[config.mk]
export PLATFORM = sky130hd
export DESIGN_NAME = rr_arbiter4_flat
export DESIGN_NICKNAME = d
export VERILOG_FILES = /design/src/rtl/arb_pkg.sv /design/src/rtl/rr_arbiter4_if.sv /design/src/rtl/rr_pick4.sv /design/src/rtl/rr_arbiter4.sv /design/src/flat_wrapper.sv
export SDC_FILE = /design/constraint.sdc
export NUM_CORES = 1
export LEC_CHECK = 0
export CAP_MARGIN = 10
export CORE_ASPECT_RATIO = 0.5
export CORE_MARGIN = 1
export CORE_UTILIZATION = 45
export CTS_BUF_LIST = sky130_fd_sc_hd__clkbuf_16
export CTS_CLUSTER_SIZE = 30
export DETAILED_ROUTE_END_ITERATION = 16
export PLACE_DENSITY = 0.64
export SLEW_MARGIN = 20
export SYNTH_ARGS = -nofsm -noshare
export SYNTH_HDL_FRONTEND = slang
export SYNTH_SLANG_ARGS = --single-unit
[constraint.sdc]
create_clock -name clk -period 3.6 [get_ports clk]
set_input_delay 0.36 -clock clk [delete_from_list [all_inputs] [get_ports clk]]
set_output_delay 0.36 -clock clk [all_outputs]
set_load 0.05 [all_outputs]
[src/rtl/arb_pkg.sv]
// Shared types and constants for the 4-way round-robin arbiter.
// Holds FSM encoding, requester count, index width and a 4:2 encoder.
package arb_pkg;

  localparam int NREQ = 4;
  localparam int IDXW = 2;

  typedef enum logic {
    IDLE  = 1'b0,
    GRANT = 1'b1
  } state_t;

  function automatic logic [IDXW-1:0] enc4(
    input logic [NREQ-1:0] oh
  );
    logic [IDXW-1:0] r;
    r = '0;
    unique case (1'b1)
      oh[0]:   r = 2'd0;
      oh[1]:   r = 2'd1;
      oh[2]:   r = 2'd2;
      oh[3]:   r = 2'd3;
      default: r = 2'd0;
    endcase
    return r;
  endfunction

endpackage

[src/rtl/rr_arbiter4_if.sv]
// Request/grant bundle between requesters and the arbiter.
// master: requester side (req, done out); slave: arbiter side (grant out).
interface rr_arbiter4_if;
  import arb_pkg::*;

  logic [NREQ-1:0] req;
  logic            done;
  logic [NREQ-1:0] gnt;
  logic [IDXW-1:0] gnt_idx;
  logic            gnt_vld;
  logic            timeout;

  modport master (
    output req, done,
    input  gnt, gnt_idx, gnt_vld, timeout
  );

  modport slave (
    input  req, done,
    output gnt, gnt_idx, gnt_vld, timeout
  );

endinterface

[src/rtl/rr_pick4.sv]
// Rotate-priority select: first set req bit at or above ptr, wrapping.
// Ports: req, ptr in; win (one-hot or 0), idx (binary of win) out.
module rr_pick4
  import arb_pkg::*;
(
  input  logic [NREQ-1:0] req,
  input  logic [IDXW-1:0] ptr,
  output logic [NREQ-1:0] win,
  output logic [IDXW-1:0] idx
);

  logic [2*NREQ-1:0] dbl;
  logic [2*NREQ-1:0] sh;
  logic [NREQ-1:0]   rot;
  logic [NREQ-1:0]   pri;

  always_comb begin
    dbl = {req, req};
    // rot[k] = req[(ptr+k) mod 4]
    rot = dbl[ptr +: NREQ];
    // isolate lowest set bit of the rotated vector
    pri = rot & (~rot + 4'd1);
    // rotate back: win[j] = pri[(j-ptr) mod 4]
    sh  = {pri, pri} << ptr;
    win = sh[2*NREQ-1 -: NREQ];
    idx = enc4(win);
  end

endmodule

[src/rtl/rr_arbiter4.sv]
// 4-way round-robin arbiter with done release and hold-time limit.
// Ports: clk, rst_n (async low), bus (slave: req/done in, gnt/idx/vld/timeout out).
module rr_arbiter4
  import arb_pkg::*;
#(
  parameter int HOLD_MAX = 8
) (
  input  logic         clk,
  input  logic         rst_n,
  rr_arbiter4_if.slave bus
);

  state_t          state;
  logic [IDXW-1:0] ptr;
  logic [7:0]      hold;
  logic [NREQ-1:0] win;
  logic [IDXW-1:0] widx;
  logic            held;
  logic            at_max;
  logic            rel;

  rr_pick4 u_pick (
    .req (bus.req),
    .ptr (ptr),
    .win (win),
    .idx (widx)
  );

  always_comb begin
    held   = bus.req[bus.gnt_idx];
    at_max = (hold == 8'(HOLD_MAX));
    rel    = bus.done | ~held | at_max;
  end

  always_ff @(posedge clk or negedge rst_n) begin
    if (!rst_n) begin
      state       <= IDLE;
      ptr         <= '0;
      hold        <= '0;
      bus.gnt     <= '0;
      bus.gnt_idx <= '0;
      bus.gnt_vld <= 1'b0;
      bus.timeout <= 1'b0;
    end else begin
      unique case (state)
        IDLE: begin
          bus.timeout <= 1'b0;
          if (|bus.req) begin
            state       <= GRANT;
            bus.gnt     <= win;
            bus.gnt_idx <= widx;
            bus.gnt_vld <= 1'b1;
            ptr         <= widx + 2'd1;
            hold        <= 8'd1;
          end
        end
        GRANT: begin
          if (rel) begin
            state       <= IDLE;
            bus.gnt     <= '0;
            bus.gnt_idx <= '0;
            bus.gnt_vld <= 1'b0;
            hold        <= '0;
            // only a pure counter expiry reports timeout
            bus.timeout <= at_max & ~bus.done & held;
          end else begin
            // rel covers at_max, so this never passes HOLD_MAX
            hold        <= hold + 8'd1;
            bus.timeout <= 1'b0;
          end
        end
        default: state <= IDLE;
      endcase
    end
  end

endmodule
[src/flat_wrapper.sv]
// flat-port wrapper written by rule: the top's interface ports become plain ports
module rr_arbiter4_flat import arb_pkg::*;
#(
  parameter int HOLD_MAX = 8
)
  (clk, rst_n, bus_req, bus_done, bus_gnt, bus_gnt_idx, bus_gnt_vld, bus_timeout);
  rr_arbiter4_if bus_i ();
  input  logic clk;
  input  logic rst_n;
  input wire logic [$bits(bus_i.req)-1:0] bus_req;
  input wire logic [$bits(bus_i.done)-1:0] bus_done;
  output wire logic [$bits(bus_i.gnt)-1:0] bus_gnt;
  output wire logic [$bits(bus_i.gnt_idx)-1:0] bus_gnt_idx;
  output wire logic [$bits(bus_i.gnt_vld)-1:0] bus_gnt_vld;
  output wire logic [$bits(bus_i.timeout)-1:0] bus_timeout;
  assign bus_i.req = bus_req;
  assign bus_i.done = bus_done;
  assign bus_gnt = bus_i.gnt;
  assign bus_gnt_idx = bus_i.gnt_idx;
  assign bus_gnt_vld = bus_i.gnt_vld;
  assign bus_timeout = bus_i.timeout;
  rr_arbiter4 #(.HOLD_MAX(HOLD_MAX)) u_core (.clk(clk), .rst_n(rst_n), .bus(bus_i));
endmodule
# Yosys cells after proc, flatten, opt, wreduce, memory -nomap -nowiden
# Cells that the tools add are included.
# word_totals
output_inout_bits	8
register_bits	19
wordCells	48
inputBits	7
# classes
n_shift	2
n_eq_ne	3
muxes	20
n_reduce_logical	3
addsub	3
n_bitwise	9
magnitude_cmp	1
# op_table
operator	n
2-to-1 mux 8 bit	2
one-hot mux 8 bit (2 select lines)	1
adder 8 x 1 -> 8 bit, second input constant	1
== test 8 x 4 -> 1 bit, second input constant	1
2-to-1 mux 4 bit	2
one-hot mux 4 bit (2 select lines)	1
indexed part select 8 x 3 -> 4 bit	1
<< shifter 8 x 2 -> 8 bit	1
2-to-1 mux 1 bit	6
one-hot mux 1 bit (2 select lines)	3
one-hot mux 2 bit (3 select lines)	1
adder 4 x 1 -> 4 bit, second input constant	1
AND 4 bit	1
2-to-1 mux 2 bit	2
NOT 4 bit	1
one-hot mux 2 bit (2 select lines)	1
AND reduction 2 bit	2
OR reduction 4 bit	1
less-than comparator 2 x 3 -> 1 bit, second input constant	1
NOT 1 bit	3
adder 2 x 1 -> 2 bit, second input constant	1
AND 1 bit	2
binary-select mux 1 bit (select 2 bit)	1
!= test 2 x 1 -> 1 bit, second input constant	1
2 further kinds	3

# Depth between registers and ports, before layout
# depth
depth_word	8
depth_mapped	7
mapped_depth_nobuf	6

# By module
# From an unflattened synthesis, not the netlist that was laid out.
# hier_totals
hier_cells	119
area_unflattened_um2	1191.1
# by_module_without_submodules
mod	area_per_inst_um2	cells_each	instances
rr_arbiter4	975.9	88	1
rr_pick4	215.2	31	1

# Worst setup path before layout
# Ideal clock, no wire load.
# synth_path
path_type	reg-to-reg
from	register u_core.bus.gnt_idx[1]
to	register u_core.hold[0]
path_slack_ns	1.989
path_stages_with_launch	6
setup_ns	0.123
arrival_time_ns	1.488
path_cell_list	dfrtp_1 -> mux2i_1 -> o22ai_4 -> buf_4 -> a31oi_1 -> a21oi_1
# synth_via
elab_chain_cells	7
# synth_rtl
item	line	source
start: declaration	rr_arbiter4_if.sv:20	output gnt, gnt_idx, gnt_vld, timeout
start signal: assignment	rr_arbiter4.sv:51	bus.gnt_idx <= widx;
binary-select mux 1 bit (select 2 bit)	rr_arbiter4.sv:30	held = bus.req[bus.gnt_idx];
2-to-1 mux 1 bit (not written as such)	rr_arbiter4.sv:30	
NOT 1 bit	rr_arbiter4.sv:32	rel = bus.done | ~held | at_max;
bitwise OR 1 bit (2 in series)	rr_arbiter4.sv:32	
2-to-1 mux 8 bit	rr_arbiter4.sv:58	if (rel) begin
one-hot mux 8 bit (2 select lines)	rr_arbiter4.sv:45	unique case (state)
end signal: assignment	rr_arbiter4.sv:68	hold <= hold + 8'd1;
end: declaration	rr_arbiter4.sv:15	logic [7:0] hold;
# Every way passes these cells. The select of a mux whose other input is x is not followed.
# A chain may end at the register's enable or synchronous reset.

# Worst setup path in the final report
# layout_path
from	register u_core.bus.gnt_idx[1]
to	output bus_gnt_idx[1]
# layout_rtl
item	line	source
end: declaration	flat_wrapper.sv:13	output wire logic [$bits(bus_i.gnt_idx)-1:0] bus_gnt_idx;
# No word-level cell between the ends.

==> flow_summary.html <==
<table>
<tr><th>Metric</th><th>Value</th></tr>
<tr><th colspan="2">Status</th></tr>
<tr><td>Status</td><td>completed</td></tr>
<tr><th colspan="2">Setup path</th></tr>
<tr><td>Critical path data arrival time</td><td>1.49 ns</td></tr>
<tr><td>Setup slack of the worst register-to-register path</td><td>1.84 ns</td></tr>
<tr><td>Combined buffer and inverter count along the critical path</td><td>1</td></tr>
<tr><td>Worst-path fanout max</td><td>4</td></tr>
<tr><td>CP Capture Type</td><td>output pin</td></tr>
<tr><td>End point of the critical path</td><td>bus_gnt_idx[1]</td></tr>
<tr><td>Peak per-stage delay on the critical path</td><td>0.83 ns</td></tr>
<tr><td>Critical path cell sequence</td><td>clkdlybuf4s50_1</td></tr>
<tr><td>Worst path top cell family by delay</td><td>buffers and inverters</td></tr>
<tr><td>Reg-to-reg critical path startpoint</td><td>u_core.hold[0]$_DFFE_PN0P_</td></tr>
<tr><td>Master of the slowest instance on the critical path</td><td>sky130_fd_sc_hd__clkdlybuf4s50_1</td></tr>
<tr><td>Worst R2R End</td><td>u_core.bus.gnt[0]$_DFFE_PN0P_</td></tr>
<tr><td>Data required, critical path</td><td>3.24 ns</td></tr>
<tr><td>Path depth of the worst reg2reg path</td><td>6</td></tr>
<tr><td>Path length in cells of the critical path</td><td>1</td></tr>
<tr><td>Crit Path Class</td><td>flip-flop to output pin</td></tr>
<tr><td>First element of the critical path</td><td>u_core.bus.gnt_idx[1]$_DFFE_PN0P_</td></tr>
<tr><td>Type of element launching the critical path</td><td>flip-flop</td></tr>
<tr><th colspan="2">STA</th></tr>
<tr><td>Relative slew slack</td><td>42.7%</td></tr>
<tr><td>Clk_skew</td><td>0.00206 ns</td></tr>
<tr><td>Final worst-path setup slack</td><td>1.75 ns</td></tr>
<tr><td>Setup TNS after final layout</td><td>0 ns</td></tr>
<tr><td>RSZ-0062 raised after global routing</td><td>false</td></tr>
<tr><td>Fmax</td><td>540 MHz</td></tr>
<tr><td>Min Clock Period, post-route</td><td>1.85 ns</td></tr>
<tr><td>Final setup violation count</td><td>0</td></tr>
<tr><td>Fin crit share</td><td>51.4%</td></tr>
<tr><td>Slew Viols, Final</td><td>0</td></tr>
<tr><td>Fin. Hold Viols</td><td>0</td></tr>
<tr><td>Slew at the pin closest to its max-slew limit</td><td>0.857 ns</td></tr>
<tr><th colspan="2">Drt</th></tr>
<tr><td>DRT iter0 DRCs</td><td>107</td></tr>
<tr><td>Detailed-route vias per instance</td><td>5.61</td></tr>
<tr><td>Via total after detailed routing</td><td>971</td></tr>
<tr><td>Length of the first detailed-routing pass in iterations</td><td>4</td></tr>
<tr><td>Number of antenna-violating nets in the routed design</td><td>0</td></tr>
<tr><td>Final Routed Wirelength</td><td>2.42 mm</td></tr>
<tr><td>DRC violation count after routing</td><td>0</td></tr>
<tr><td>Routed wire per std cell</td><td>14.0 µm</td></tr>
<tr><th colspan="2">Synth</th></tr>
<tr><td>Share of the synthesized netlist area taken by xor and xnor gates</td><td>1.48%</td></tr>
<tr><td>Cell area after technology mapping</td><td>1180 µm²</td></tr>
<tr><td>Number of cells produced by synthesis</td><td>128</td></tr>
<tr><td>Ys flop type</td><td>sky130_fd_sc_hd__dfrtp_1</td></tr>
<tr><td>Share of flip-flops with an asynchronous set or reset</td><td>100%</td></tr>
<tr><td>YS warnings</td><td>0</td></tr>
<tr><td>Avg Synthesized Cell Area</td><td>9.25 µm²</td></tr>
<tr><td>Synthesized-area fraction occupied by and/or/nand/nor cells</td><td>22.3%</td></tr>
<tr><td>Area share of fa/ha/maj cells after synthesis</td><td>2.11%</td></tr>
<tr><td>Combinational family with the most area after synthesis</td><td>compound AO/OA/AOI/OAI gates</td></tr>
<tr><td>Number of enable flip-flop cells after synthesis</td><td>0</td></tr>
<tr><td>Share of synthesized area occupied by flip-flops and latches</td><td>40.2%</td></tr>
<tr><td>Mux share of post-synthesis cell area</td><td>1.69%</td></tr>
<tr><td>Compound-Gate Fraction of Synth Area</td><td>23.8%</td></tr>
<tr><td>Synth Register Bits</td><td>19</td></tr>
<tr><td>Net Count, Synth</td><td>137</td></tr>
<tr><td>Distinct cell type count of the synthesized netlist</td><td>43</td></tr>
<tr><th colspan="2">Clocking</th></tr>
<tr><td>Resize count post-CTS</td><td>0</td></tr>
<tr><td>Htree depth</td><td>1</td></tr>
<tr><td>Clock Pin Slew Worst Setup and Hold Paths</td><td>0.06 ns</td></tr>
<tr><td>Cts-stage hold buffer count</td><td>0</td></tr>
<tr><td>Root cell of the clock tree</td><td>sky130_fd_sc_hd__clkbuf_16</td></tr>
<tr><td>TritonCTS clock tree</td><td>done</td></tr>
<tr><td>Buffer count from post-CTS setup fixing</td><td>0</td></tr>
<tr><td>Clock latency on the worst-skew pair</td><td>0.25 ns</td></tr>
<tr><td>Num CTS Buffers</td><td>3</td></tr>
<tr><td>Max clock buf depth</td><td>2</td></tr>
<tr><td>Clk sinks</td><td>19</td></tr>
<tr><th colspan="2">Floorplanning</th></tr>
<tr><td>Die ar.</td><td>2850 µm²</td></tr>
<tr><td>I/O pin count</td><td>15</td></tr>
<tr><td>Initial core utilization</td><td>50.5%</td></tr>
<tr><td>Die Y-Extent</td><td>38.3 µm</td></tr>
<tr><td>Die width</td><td>74.5 µm</td></tr>
<tr><td>Row count</td><td>12</td></tr>
<tr><td>Core box area</td><td>2340 µm²</td></tr>
<tr><th colspan="2">Cells and area</th></tr>
<tr><td>Number of nets in the layout</td><td>148</td></tr>
<tr><td>Fraction of final layout cells sized beyond drive strength 1</td><td>10.1%</td></tr>
<tr><td>Area growth from synthesis to layout</td><td>17.7%</td></tr>
<tr><td>Antenna diode count</td><td>0</td></tr>
<tr><td>Most frequent cells in the layout</td><td>sky130_fd_sc_hd__dfrtp_1 (19), sky130_fd_sc_hd__clkdlybuf4s50_1 (14), sky130_fd_sc_hd__inv_1 (12)</td></tr>
<tr><td>Utilization after layout</td><td>59.5%</td></tr>
<tr><td>Most common cell after layout, fill and taps aside</td><td>sky130_fd_sc_hd__dfrtp_1</td></tr>
<tr><td>Final std cell area, no fill</td><td>1390 µm²</td></tr>
<tr><th colspan="2">Min path</th></tr>
<tr><td>Worst hold-check path type</td><td>flip-flop to flip-flop</td></tr>
<tr><th colspan="2">Placement</th></tr>
<tr><td>Weighted congestion at the end of routability-driven global placement</td><td>0.837</td></tr>
<tr><td>Placement-stage cell area</td><td>1310 µm²</td></tr>
<tr><td>Placed wire-length estimate</td><td>1.76 mm</td></tr>
<tr><td>Worst slack, placed</td><td>1.52 ns</td></tr>
<tr><td>Number of buffer cells added on primary ports</td><td>14</td></tr>
<tr><th colspan="2">Power and ir drop</th></tr>
<tr><td>Highest ir drop seen on vdd</td><td>0.000385 V</td></tr>
<tr><td>Static leakage</td><td>0.561 nW</td></tr>
<tr><td>Power per cell area</td><td>758 nW/µm²</td></tr>
<tr><td>Final Total Pwr</td><td>0.00106 W</td></tr>
<tr><th colspan="2">Global route</th></tr>
<tr><td>Via count of the first global-routing pass</td><td>891</td></tr>
<tr><td>GR Util All Layers</td><td>20.9%</td></tr>
<tr><td>First-pass GRT wire length</td><td>4.24 mm</td></tr>
<tr><td>Largest net degree at the start of global routing</td><td>20</td></tr>
<tr><td>Antenna violations before repair</td><td>0</td></tr>
<tr><td>GRT Residual Overflow</td><td>0</td></tr>
<tr><th colspan="2">Run</th></tr>
<tr><td>Max-capacitance violation count</td><td>0</td></tr>
</table>
metrics by stage:
| stage | instances | hold WS, ns |
|---|---|---|
| floorplan | 128 | 0.0644 |
| finish | 173 | 0.518 |
| global placement | 169 | 0.501 |
| detailed placement | 169 | 0.510 |
| CTS | 173 | 0.520 |
| global route | 173 | 0.549 |
state kept, by name, summed over array words and instances, names as in the netlist:
signal / flops
u_core.hold: 8
u_core.bus.gnt_idx: 2
u_core.bus.gnt: 4
u_core.state: 1
u_core.bus.gnt_vld: 1
u_core.bus.timeout: 1
u_core.ptr: 2
Yosys cell counts, types with 2 or more instances:
cell type / number / area, µm²
sky130_fd_sc_hd__and3_1: 3 / 18.8
sky130_fd_sc_hd__a21oi_1: 4 / 20.0
sky130_fd_sc_hd__nor2b_1: 2 / 12.5
sky130_fd_sc_hd__nand3_1: 11 / 55.1
sky130_fd_sc_hd__buf_6: 2 / 22.5
sky130_fd_sc_hd__o21ai_0: 7 / 35.0
sky130_fd_sc_hd__nand2b_1: 2 / 12.5
sky130_fd_sc_hd__buf_2: 5 / 25.0
sky130_fd_sc_hd__nor2_1: 7 / 26.3
sky130_fd_sc_hd__o21ai_1: 3 / 15.0
sky130_fd_sc_hd__inv_1: 12 / 45.0
sky130_fd_sc_hd__ha_1: 2 / 25.0
sky130_fd_sc_hd__nand2_1: 9 / 33.8
sky130_fd_sc_hd__o211ai_1: 3 / 22.5
sky130_fd_sc_hd__mux2i_1: 2 / 20.0
sky130_fd_sc_hd__a31oi_1: 9 / 56.3
sky130_fd_sc_hd__dfrtp_1: 19 / 475
power breakdown:
| part | total, W | internal, W | leakage [nW] | switching, W |
|---|---|---|---|---|
| combinational | 0.000485 | 0.000180 | 0.272 | 0.000305 |
| sequential | 0.000342 | 0.000272 | 0.248 | 0.0000702 |
| clock | 0.000228 | 0.000149 | 0.0409 | 0.0000791 |
logic make-up (layout without fill, tap and decap cells):
kind of cell	after synthesis	after routing
AND/OR/NAND/NOR	45	45
AO/OA/AOI/OAI	38	38
buffers and inverters	20	30
flip-flops	19	19
adder cells (fa/ha/maj)	2	2
XOR/XNOR	2	2
multiplexers	2	2
worst reg2reg max path, delay by kind of cell, from the launching register on:
| kind | cells | cell delay (ns) |
|---|---|---|
| buffers and inverters | 1 | 0.13 |
| adder cells (fa/ha/maj) | 1 | 0.16 |
| flip-flops | 1 | 0.42 |
| AO/OA/AOI/OAI | 3 | 0.65 |
| AND/OR/NAND/NOR | 1 | 0.26 |
worst min-delay path by stage:
stage,startpoint,endpoint,slack [ns],cells past startpoint
after global placement,u_core.bus.gnt[0]$_DFFE_PN0P_,u_core.bus.gnt[0]$_DFFE_PN0P_,0.50,2
after CTS,u_core.hold[6]$_DFFE_PN0P_,u_core.hold[6]$_DFFE_PN0P_,0.52,1
after floorplan,rst_n,u_core.bus.gnt[0]$_DFFE_PN0P_,0.06,0
after global routing,u_core.hold[6]$_DFFE_PN0P_,u_core.hold[6]$_DFFE_PN0P_,0.55,1
after detailed placement,u_core.hold[6]$_DFFE_PN0P_,u_core.hold[6]$_DFFE_PN0P_,0.51,1
final,u_core.hold[6]$_DFFE_PN0P_,u_core.hold[6]$_DFFE_PN0P_,0.52,1
final cells by class:
cell class	count	area (µm²)
fill	219	950
multi-input combinational	89	608
sequential	19	475
timing repair buffer	14	140
clock buffer	3	75.1
inverter	12	45.0
tap	35	43.8
clock inverter	1	5.00
layer usage:
metal | wire, µm | up-vias | GRT usage, %
met5 | 0 | - | 0
met4 | 21 | 0 | 5.66
met3 | 95 | 2 | 5.53
met2 | 1080 | 24 | 29.3
met1 | 1220 | 464 | 31.3
li1 | - | 481 | -
No activity file was read; power rests on OpenSTA's default activity.
